`config.mk`:
```
export PLATFORM = sky130hd
export DESIGN_NAME = bin2bcd_digits_flat
export DESIGN_NICKNAME = d
export VERILOG_FILES = /design/src/rtl/bin2bcd_pkg.sv /design/src/rtl/bin2bcd_digits_if.sv /design/src/rtl/bin2bcd_digits_add3.sv /design/src/rtl/bin2bcd_digits.sv /design/src/flat_wrapper.sv
export SDC_FILE = /design/constraint.sdc
export NUM_CORES = 1
export LEC_CHECK = 0
export CORE_MARGIN = 1.5
export CORE_UTILIZATION = 45
export DETAILED_ROUTE_END_ITERATION = 8
export PLACE_DENSITY_LB_ADDON = 0.05
export SLEW_MARGIN = 0
export SYNTH_ARGS = -nofsm -noshare
export SYNTH_HDL_FRONTEND = slang
export SYNTH_HIERARCHICAL = 1
export SYNTH_SLANG_ARGS = --single-unit
export TNS_END_PERCENT = 1
```
`constraint.sdc`:
```
create_clock -name clk -period 4.5 [get_ports clk]
set_clock_uncertainty 0.05 [all_clocks]
set_input_delay 0.9 -clock clk [delete_from_list [all_inputs] [get_ports clk]]
set_output_delay 0.9 -clock clk [all_outputs]
set_load 0.05 [all_outputs]
```
`src/rtl/bin2bcd_pkg.sv`:
```
// Shared types and constants for the sequential binary-to-BCD converter.
package bin2bcd_pkg;

    typedef enum logic [1:0] {
        IDLE = 2'd0,
        CONV = 2'd1,
        LOAD = 2'd2
    } state_t;

    localparam int DIGIT_W = 4;
    localparam logic [3:0] BCD_FIX_THRESH = 4'd5;
    localparam logic [3:0] BCD_FIX_ADD    = 4'd3;

endpackage

```
`src/rtl/bin2bcd_digits_if.sv`:
```
// Handshake and result bundle between a value source and the BCD converter.
interface bin2bcd_digits_if #(
    parameter int IN_W   = 16,
    parameter int DIGITS = 6
);
    logic                  in_valid;
    logic                  in_ready;
    logic [IN_W-1:0]       in_value;
    logic                  blank_en;
    logic [4*DIGITS-1:0]   digits;
    logic [DIGITS-1:0]     digit_blank;
    logic                  overflow;
    logic                  done;

    // Source side: offers values and chooses blanking, observes results.
    modport master (
        output in_valid, in_value, blank_en,
        input  in_ready, digits, digit_blank, overflow, done
    );

    // Converter side.
    modport slave (
        input  in_valid, in_value, blank_en,
        output in_ready, digits, digit_blank, overflow, done
    );
endinterface

```
`src/rtl/bin2bcd_digits_add3.sv`:
```
// Single-digit shift-and-add-3 correction: digits of 5 or more get +3 so the
// following left shift carries correctly into the next decimal digit.
module bcd_add3_digit
    import bin2bcd_pkg::*;
(
    input  logic [DIGIT_W-1:0] i_d,
    output logic [DIGIT_W-1:0] o_d
);
    assign o_d = (i_d >= BCD_FIX_THRESH) ? (i_d + BCD_FIX_ADD) : i_d;
endmodule

```
`src/rtl/bin2bcd_digits.sv`:
```
// Sequential binary-to-BCD converter, one input bit per clock, with a
// leading-zero blank mask and a sticky overflow flag for out-of-range values.
module bin2bcd_digits
    import bin2bcd_pkg::*;
#(
    parameter int IN_W   = 16,
    parameter int DIGITS = 6
) (
    input  logic             clk,
    input  logic             reset,
    bin2bcd_digits_if.slave  bus
);
    localparam int CNT_W = $clog2(IN_W + 1);
    localparam int ACC_W = DIGIT_W * DIGITS;

    state_t              r_state;
    state_t              w_state_next;
    logic [IN_W-1:0]     r_shift;
    logic [ACC_W-1:0]    r_acc;
    logic [CNT_W-1:0]    r_cnt;
    logic                r_ovf_sticky;
    logic [ACC_W-1:0]    r_digits;
    logic                r_overflow;
    logic                r_done;

    logic                w_accept;
    logic                w_last_shift;
    logic [ACC_W-1:0]    w_fixed;
    logic [ACC_W-1:0]    w_acc_shifted;
    logic [DIGITS-1:0]   w_blank;

    assign w_accept     = bus.in_valid && (r_state == IDLE);
    assign w_last_shift = (r_cnt == CNT_W'(IN_W - 1));

    // Every digit is corrected in parallel before the shift.
    genvar gi;
    generate
        for (gi = 0; gi < DIGITS; gi++) begin : g_fix
            bcd_add3_digit u_fix (
                .i_d (r_acc[gi*DIGIT_W +: DIGIT_W]),
                .o_d (w_fixed[gi*DIGIT_W +: DIGIT_W])
            );
        end
    endgenerate

    // Corrected accumulator shifted left, next binary bit entering at bit 0.
    assign w_acc_shifted = {w_fixed[ACC_W-2:0], r_shift[IN_W-1]};

    // State register.
    always_ff @(posedge clk or posedge reset) begin
        if (reset) r_state <= IDLE;
        else       r_state <= w_state_next;
    end

    // Next-state logic: accept, shift IN_W times, then publish once.
    always_comb begin
        w_state_next = r_state;
        case (r_state)
            IDLE:    if (bus.in_valid) w_state_next = CONV;
            CONV:    if (w_last_shift) w_state_next = LOAD;
            LOAD:    w_state_next = IDLE;
            default: w_state_next = IDLE;
        endcase
    end

    // Datapath: shift register, accumulator, bit counter and result registers.
    always_ff @(posedge clk or posedge reset) begin
        if (reset) begin
            r_shift      <= '0;
            r_acc        <= '0;
            r_cnt        <= '0;
            r_ovf_sticky <= 1'b0;
            r_digits     <= '0;
            r_overflow   <= 1'b0;
            r_done       <= 1'b0;
        end else begin
            r_done <= (r_state == LOAD);
            case (r_state)
                IDLE: begin
                    if (w_accept) begin
                        r_shift      <= bus.in_value;
                        r_acc        <= '0;
                        r_cnt        <= '0;
                        r_ovf_sticky <= 1'b0;
                    end
                end
                CONV: begin
                    r_acc        <= w_acc_shifted;
                    // A 1 leaving the top digit means the value needs more digits.
                    r_ovf_sticky <= r_ovf_sticky | w_fixed[ACC_W-1];
                    r_shift      <= r_shift << 1;
                    r_cnt        <= r_cnt + 1'b1;
                end
                LOAD: begin
                    r_digits   <= r_acc;
                    r_overflow <= r_ovf_sticky;
                end
                default: ;
            endcase
        end
    end

    // Blank display i when blanking is on and it and all higher digits are zero;
    // the least significant digit always stays visible.
    always_comb begin
        logic w_upper_zero;
        w_blank      = '0;
        w_upper_zero = 1'b1;
        for (int i = DIGITS - 1; i >= 1; i--) begin
            w_upper_zero = w_upper_zero && (r_digits[i*DIGIT_W +: DIGIT_W] == '0);
            w_blank[i]   = bus.blank_en && w_upper_zero;
        end
    end

    assign bus.in_ready    = (r_state == IDLE);
    assign bus.digits      = r_digits;
    assign bus.overflow    = r_overflow;
    assign bus.done        = r_done;
    assign bus.digit_blank = w_blank;

endmodule

```
`src/flat_wrapper.sv`:
```
// flat-port wrapper written by rule: the top's interface ports become plain ports
module bin2bcd_digits_flat import bin2bcd_pkg::*;
#(
    parameter int IN_W   = 16,
    parameter int DIGITS = 6
)
  (clk, reset, bus_in_valid, bus_in_value, bus_blank_en, bus_in_ready, bus_digits, bus_digit_blank, bus_overflow, bus_done);
  bin2bcd_digits_if #(.IN_W(IN_W), .DIGITS(DIGITS)) bus_i ();
  input  logic clk;
  input  logic reset;
  input wire logic [$bits(bus_i.in_valid)-1:0] bus_in_valid;
  input wire logic [$bits(bus_i.in_value)-1:0] bus_in_value;
  input wire logic [$bits(bus_i.blank_en)-1:0] bus_blank_en;
  output wire logic [$bits(bus_i.in_ready)-1:0] bus_in_ready;
  output wire logic [$bits(bus_i.digits)-1:0] bus_digits;
  output wire logic [$bits(bus_i.digit_blank)-1:0] bus_digit_blank;
  output wire logic [$bits(bus_i.overflow)-1:0] bus_overflow;
  output wire logic [$bits(bus_i.done)-1:0] bus_done;
  assign bus_i.in_valid = bus_in_valid;
  assign bus_i.in_value = bus_in_value;
  assign bus_i.blank_en = bus_blank_en;
  assign bus_in_ready = bus_i.in_ready;
  assign bus_digits = bus_i.digits;
  assign bus_digit_blank = bus_i.digit_blank;
  assign bus_overflow = bus_i.overflow;
  assign bus_done = bus_i.done;
  bin2bcd_digits #(.IN_W(IN_W), .DIGITS(DIGITS)) u_core (.clk(clk), .reset(reset), .bus(bus_i));
endmodule
```
* After elaboration in Yosys (flattened, before gate mapping)
Cells that the tools add are included.
** Word-level totals
- Register bits :: 74
- Input port bits :: 20
- Output and inout port bits :: 33
** Operators by class
- $add $sub $neg :: 7
- $lt $le $gt $ge :: 6
- Equality and inequality tests :: 6
- Muxes and demuxes :: 17
- Bitwise gates (word level) :: 1
- Reduce and logical (&&, ||, !) cells :: 19
** Operators with widths (count)
- 24-bit one-hot mux with 2 select lines :: 1
- 16-bit one-hot mux with 2 select lines :: 1
- 4-bit by 2-bit adder with 4-bit output, second input constant :: 6
- 4-bit by 3-bit greater-or-equal comparator with 1-bit output, second input constant :: 6
- 24-bit two-way mux :: 1
- 4-bit two-way mux :: 6
- 4-bit logical NOT :: 5
- 16-bit two-way mux :: 1
- 1-bit logical AND :: 10
- 5-bit one-hot mux with 2 select lines :: 1
- 5-bit by 1-bit adder with 5-bit output, second input constant :: 1
- 5-bit by 4-bit equality test with 1-bit output, second input constant :: 1
- 5-bit two-way mux :: 1
- 2-bit two-way mux :: 2
- 2-bit by 1-bit inequality test with 1-bit output, second input constant :: 2
- 2-bit one-hot mux with 2 select lines :: 1
- 2-bit AND reduction :: 2
- 2-bit by 1-bit equality test with 1-bit output, second input constant :: 1
- 2-bit equality test, second input constant :: 1
- 2-bit logical NOT :: 1
- 2-bit inequality test, second input constant :: 1
- 1-bit one-hot mux with 2 select lines :: 1
- 2-bit nonzero test :: 1
- 1-bit two-way mux :: 1
- 1-bit bitwise OR :: 1

* Longest topological paths before layout
- Word-level depth :: 6
- Gate-level depth with buffers :: 8
- Mapped depth without buffers :: 8

* Modules after synthesis
Netlist, hierarchy kept.
** Modules (own cells, without submodules)
- bin2bcd_digits :: times used 1, cells each 248, area an instance 3181.8 sq um, sequential area each 1851.8 sq um
- bcd_add3_digit :: times used 6, cells each 16, area an instance 101.3 sq um, sequential area each 0.0 sq um

* Least setup slack after synthesis
OpenSTA, ideal clock, no wires.
- Path type :: flip-flop to output port
- Start point :: register u_core.r_digits[20], in the netlist u_core/bus.digits[20]
- End point :: output bus_digit_blank[1]
- Arrival :: 2.017 ns
- Setup slack :: 1.533 ns
- Cell stages (with the launch flop) :: 4
- Cell sequence :: dfrtp_1 > nor4_2 > and4_1 > and3_1
** On the way
- Longest elaborated chain between the ends :: 6
** Ends and longest elaborated chain
- start: declaration :: RTL line bin2bcd_digits.sv:22 : logic [ACC_W-1:0] r_digits;
- start signal: assignment :: RTL line bin2bcd_digits.sv:95 : r_digits <= r_acc;
- 4-bit logical NOT :: RTL line bin2bcd_digits.sv:110 : w_upper_zero = w_upper_zero && (r_digits[i*DIGIT_W +: DIGIT_W] == '0);
- 1-bit logical AND (4 in a row) :: RTL line bin2bcd_digits.sv:110
- 1-bit logical AND :: RTL line bin2bcd_digits.sv:111 : w_blank[i] = bus.blank_en && w_upper_zero;
- end: declaration :: RTL line flat_wrapper.sv:16 : output wire logic [$bits(bus_i.digit_blank)-1:0] bus_digit_blank;
No other way between the ends.

* Final worst setup path
- Start point :: input bus_blank_en
- End point :: output bus_digit_blank[1]
** On the way
- Longest elaborated chain between the ends :: 1
** Ends and longest elaborated chain
- start: declaration :: RTL line flat_wrapper.sv:13 : input wire logic [$bits(bus_i.blank_en)-1:0] bus_blank_en;
- 1-bit logical AND :: RTL line bin2bcd_digits.sv:111
No other way between the ends.

==> metrics.cfg <==
[routing]
ant_nets=0
num_vias=2644
wl_mm=7.322
drc=0
drt-wirelength-per-cell_um=14.56
dr.pass1.iters=4
first_iter_violations=106
via_per_inst=5.256

[floorplanning]
placement_rows=33
start_util_pct=46.36
core_area_mm2=0.008175
die_h_um=94.77
die_width_um=94.77
ioPinCount=53
dieArea_mm2=0.008981

[grt]
grt_overflow=0
grt_max_degree=49
grtUsageTotal_pct=18.07
first_global_vias=2647
antenna_found_initial=0
grt_pass1_wl_mm=12.38

[clocking]
cts.sinks=74
cts.repair.resized=0
cts_hold_buffers=0
h-tree-depth=3
clkTransAtPathRegs_ns=0.08
tritoncts=yes
cts_buffer_depth=2
cts_setup_buffers=0
clk_latency_ns=0.36
ctsRootBufferMaster=clkbuf_8
cts_buffers=9

[cells_and_area]
instances_no_fill=503
drive_gt1_share_pct=13.07
layout.core_utilization_pct=55.68
num_antenna_cells=0
nets=427
syn2layout_area_growth_pct=20.11

[worst_setup_path]
worstPathRequired_ns=3.55
worstSetupPathType=input port to primary output
crit_start=bus_blank_en
worst-r2r-setup-slack_ns=2.10
cp_max_fo=3
reg2reg_depth=2
rr_endpoint=u_core/bus.digits[21]
start_kind=input port
arrival_ns=2.59
r2r_start=u_core/r_state[1]
endpoint_kind=primary output

[power]
total_power_uw=3659
peakVddDrop_v=0.0002937
power_frac_seq_pct=32.4
combPwrFrac_pct=53.0
swShare_pct=44.24
p_clk_share_pct=14.6
powerDensity_mw_per_mm2=803.8
power_switching_uw=1619
internal_power_uw=2040
p_leak_uw=0.002166

[logic_synthesis]
synthesis.nets=378
yosysUniqueCellTypes=37
ys_seq_area_share_pct=48.86
syn_inst=344
syn_area_mm2=0.003790
yosys_warnings=6
ys_ff_latch=74
syn-mean-instance-area_um2=11.02

[hold_path]
hold_class=register to register
hold_start=u_core/r_cnt[3]
holdPathEnd=u_core/r_cnt[3]
whs_path_depth=1

[sta]
slew_headroom_pct=32.00
hold_viol=0
grt_setup_unrepaired=no
setup_tns_ns=0
min_period_ns=3.538
post-route-period-util_pct=78.62
worst_slew_pin_slew_ns=1.018
setup_viol_count_final=0
max_freq_mhz=282.6
final-max-slew-violation-count=0
hold_ws_ns=0.4377

[flow_run]
max-cap-violations=0

[placed_design]
routabilityCongestion=0.7345
dpl.hpwl_mm=4.747
placed_cells_incl_taps=487
io_buffers=51

[status]
status=finished, final reports clean

==> cells by family (layout without fill, tap and decap cells) <==
kind of cell,Yosys count,after routing,synth area share (%)
xor+xnor,6,6,1.387
mux,32,32,11.16
other cells,1,1,0.09895
buf+inv,35,89,5.249
compound gates,89,89,15.39
fa+ha+maj,14,14,4.622
simple gates,93,93,13.24
flops,74,74,48.86
==> flip-flops by register name, summed over array words and instances (netlist names) <==
register and count:
u_core/r_cnt 5, u_core/bus.digits 24, u_core/bus.overflow 1, u_core/r_shift 16
u_core/r_acc 24, u_core/r_ovf_sticky 1, u_core/bus.done 1, u_core/r_state 2
==> stage by stage <==
stage               worst slack, ns  instance area, um^2
floorplan                     1.533                 3790
global placement             0.9499                 4348
detailed placement           0.9389                 4348
CTS                          0.9389                 4552
global route                 0.9050                 4552
finish                       0.9620                 4552
==> cells in the mapped netlist, drive strengths merged <==
cell,number,area (um^2)
and3,3,18.77
a22o,25,219.0
o21bai,1,7.510
nor3b,1,7.510
nor4,5,37.53
dfrtp,74,1852
mux2,25,352.8
a31oi,1,6.260
and3b,10,87.58
mux2i,7,70.07
nor2,9,33.78
clkbuf,2,7.510
a21oi,22,132.6
nor2b,7,43.79
and2b,3,22.52
nand2,38,142.6
a22oi,5,37.54
and4,1,8.760
nand3,1,5.000
o22ai,1,6.260
and2,2,12.51
o21ai,33,165.2
nand2b,13,81.33
inv,17,63.81
ha,14,175.2
conb,1,3.750
buf,16,127.6
xnor2,6,52.55
a41oi,1,8.760
==> final cells by class <==
class                   count  area [um^2]
fillers                   746         3623
flip-flops and latches     74         1852
multi-input cells         235         1753
repair buffers             56        548.0
clock buffers              10        137.6
well taps                 105        131.4
clock inverters             6        66.31
inverters                  17        63.81
==> worst max-delay path, stage by stage <==
cell and delay (ns):
clkdlybuf4s50_1 0.48, and4_1 0.25, and3_1 0.16, clkdlybuf4s50_1 0.79
==> power by group through the flow <==
stage	Clock [uW]	Sequential, uW	Combinational (uW)
CTS	549	1190	1960
global route	574	1230	2120
finish	533	1190	1940
global placement	0	1190	1910
floorplan	0	1370	1270
detailed placement	0	1200	1960
==> per-layer routing <==
metal,up-vias,GRT usage [%],wire length [um]
li1,1298,-,-
met1,1288,23.53,3560
met2,47,28.15,3386
met3,11,5.475,288
met4,0,6.965,87
met5,-,0,0
==> worst max path at each step <==
stage	end	slack [ns]	cells past startpoint
after CTS	bus_digit_blank[2]	0.94	4
after global routing	bus_digit_blank[1]	0.91	4
after floorplan	bus_digit_blank[1]	1.53	3
after global placement	bus_digit_blank[1]	0.95	4
after detailed placement	bus_digit_blank[2]	0.94	4
final	bus_digit_blank[1]	0.96	4
==> cells in the final DEF (no fill, tap or decap), drive strengths merged <==
cell | synthesis | layout
buf | 16 | 5
a21oi | 22 | 22
inv | 17 | 17
a22o | 25 | 25
xnor2 | 6 | 6
a31oi | 1 | 1
nor3b | 1 | 1
clkinvlp | 0 | 3
o21bai | 1 | 1
clkdlybuf4s50 | 0 | 51
nand2 | 38 | 38
dfrtp | 74 | 74
and2 | 2 | 2
clkbuf | 2 | 10
and4 | 1 | 1
o22ai | 1 | 1
mux2i | 7 | 7
clkinv | 0 | 2
ha | 14 | 14
and3b | 10 | 10
conb | 1 | 1
nand2b | 13 | 13
nor4 | 5 | 5
nor2 | 9 | 9
mux2 | 25 | 25
nor2b | 7 | 7
bufinv | 0 | 1
o21ai | 33 | 33
a22oi | 5 | 5
and2b | 3 | 3
and3 | 3 | 3
a41oi | 1 | 1
nand3 | 1 | 1
No activity file was read; power rests on OpenSTA's default activity.
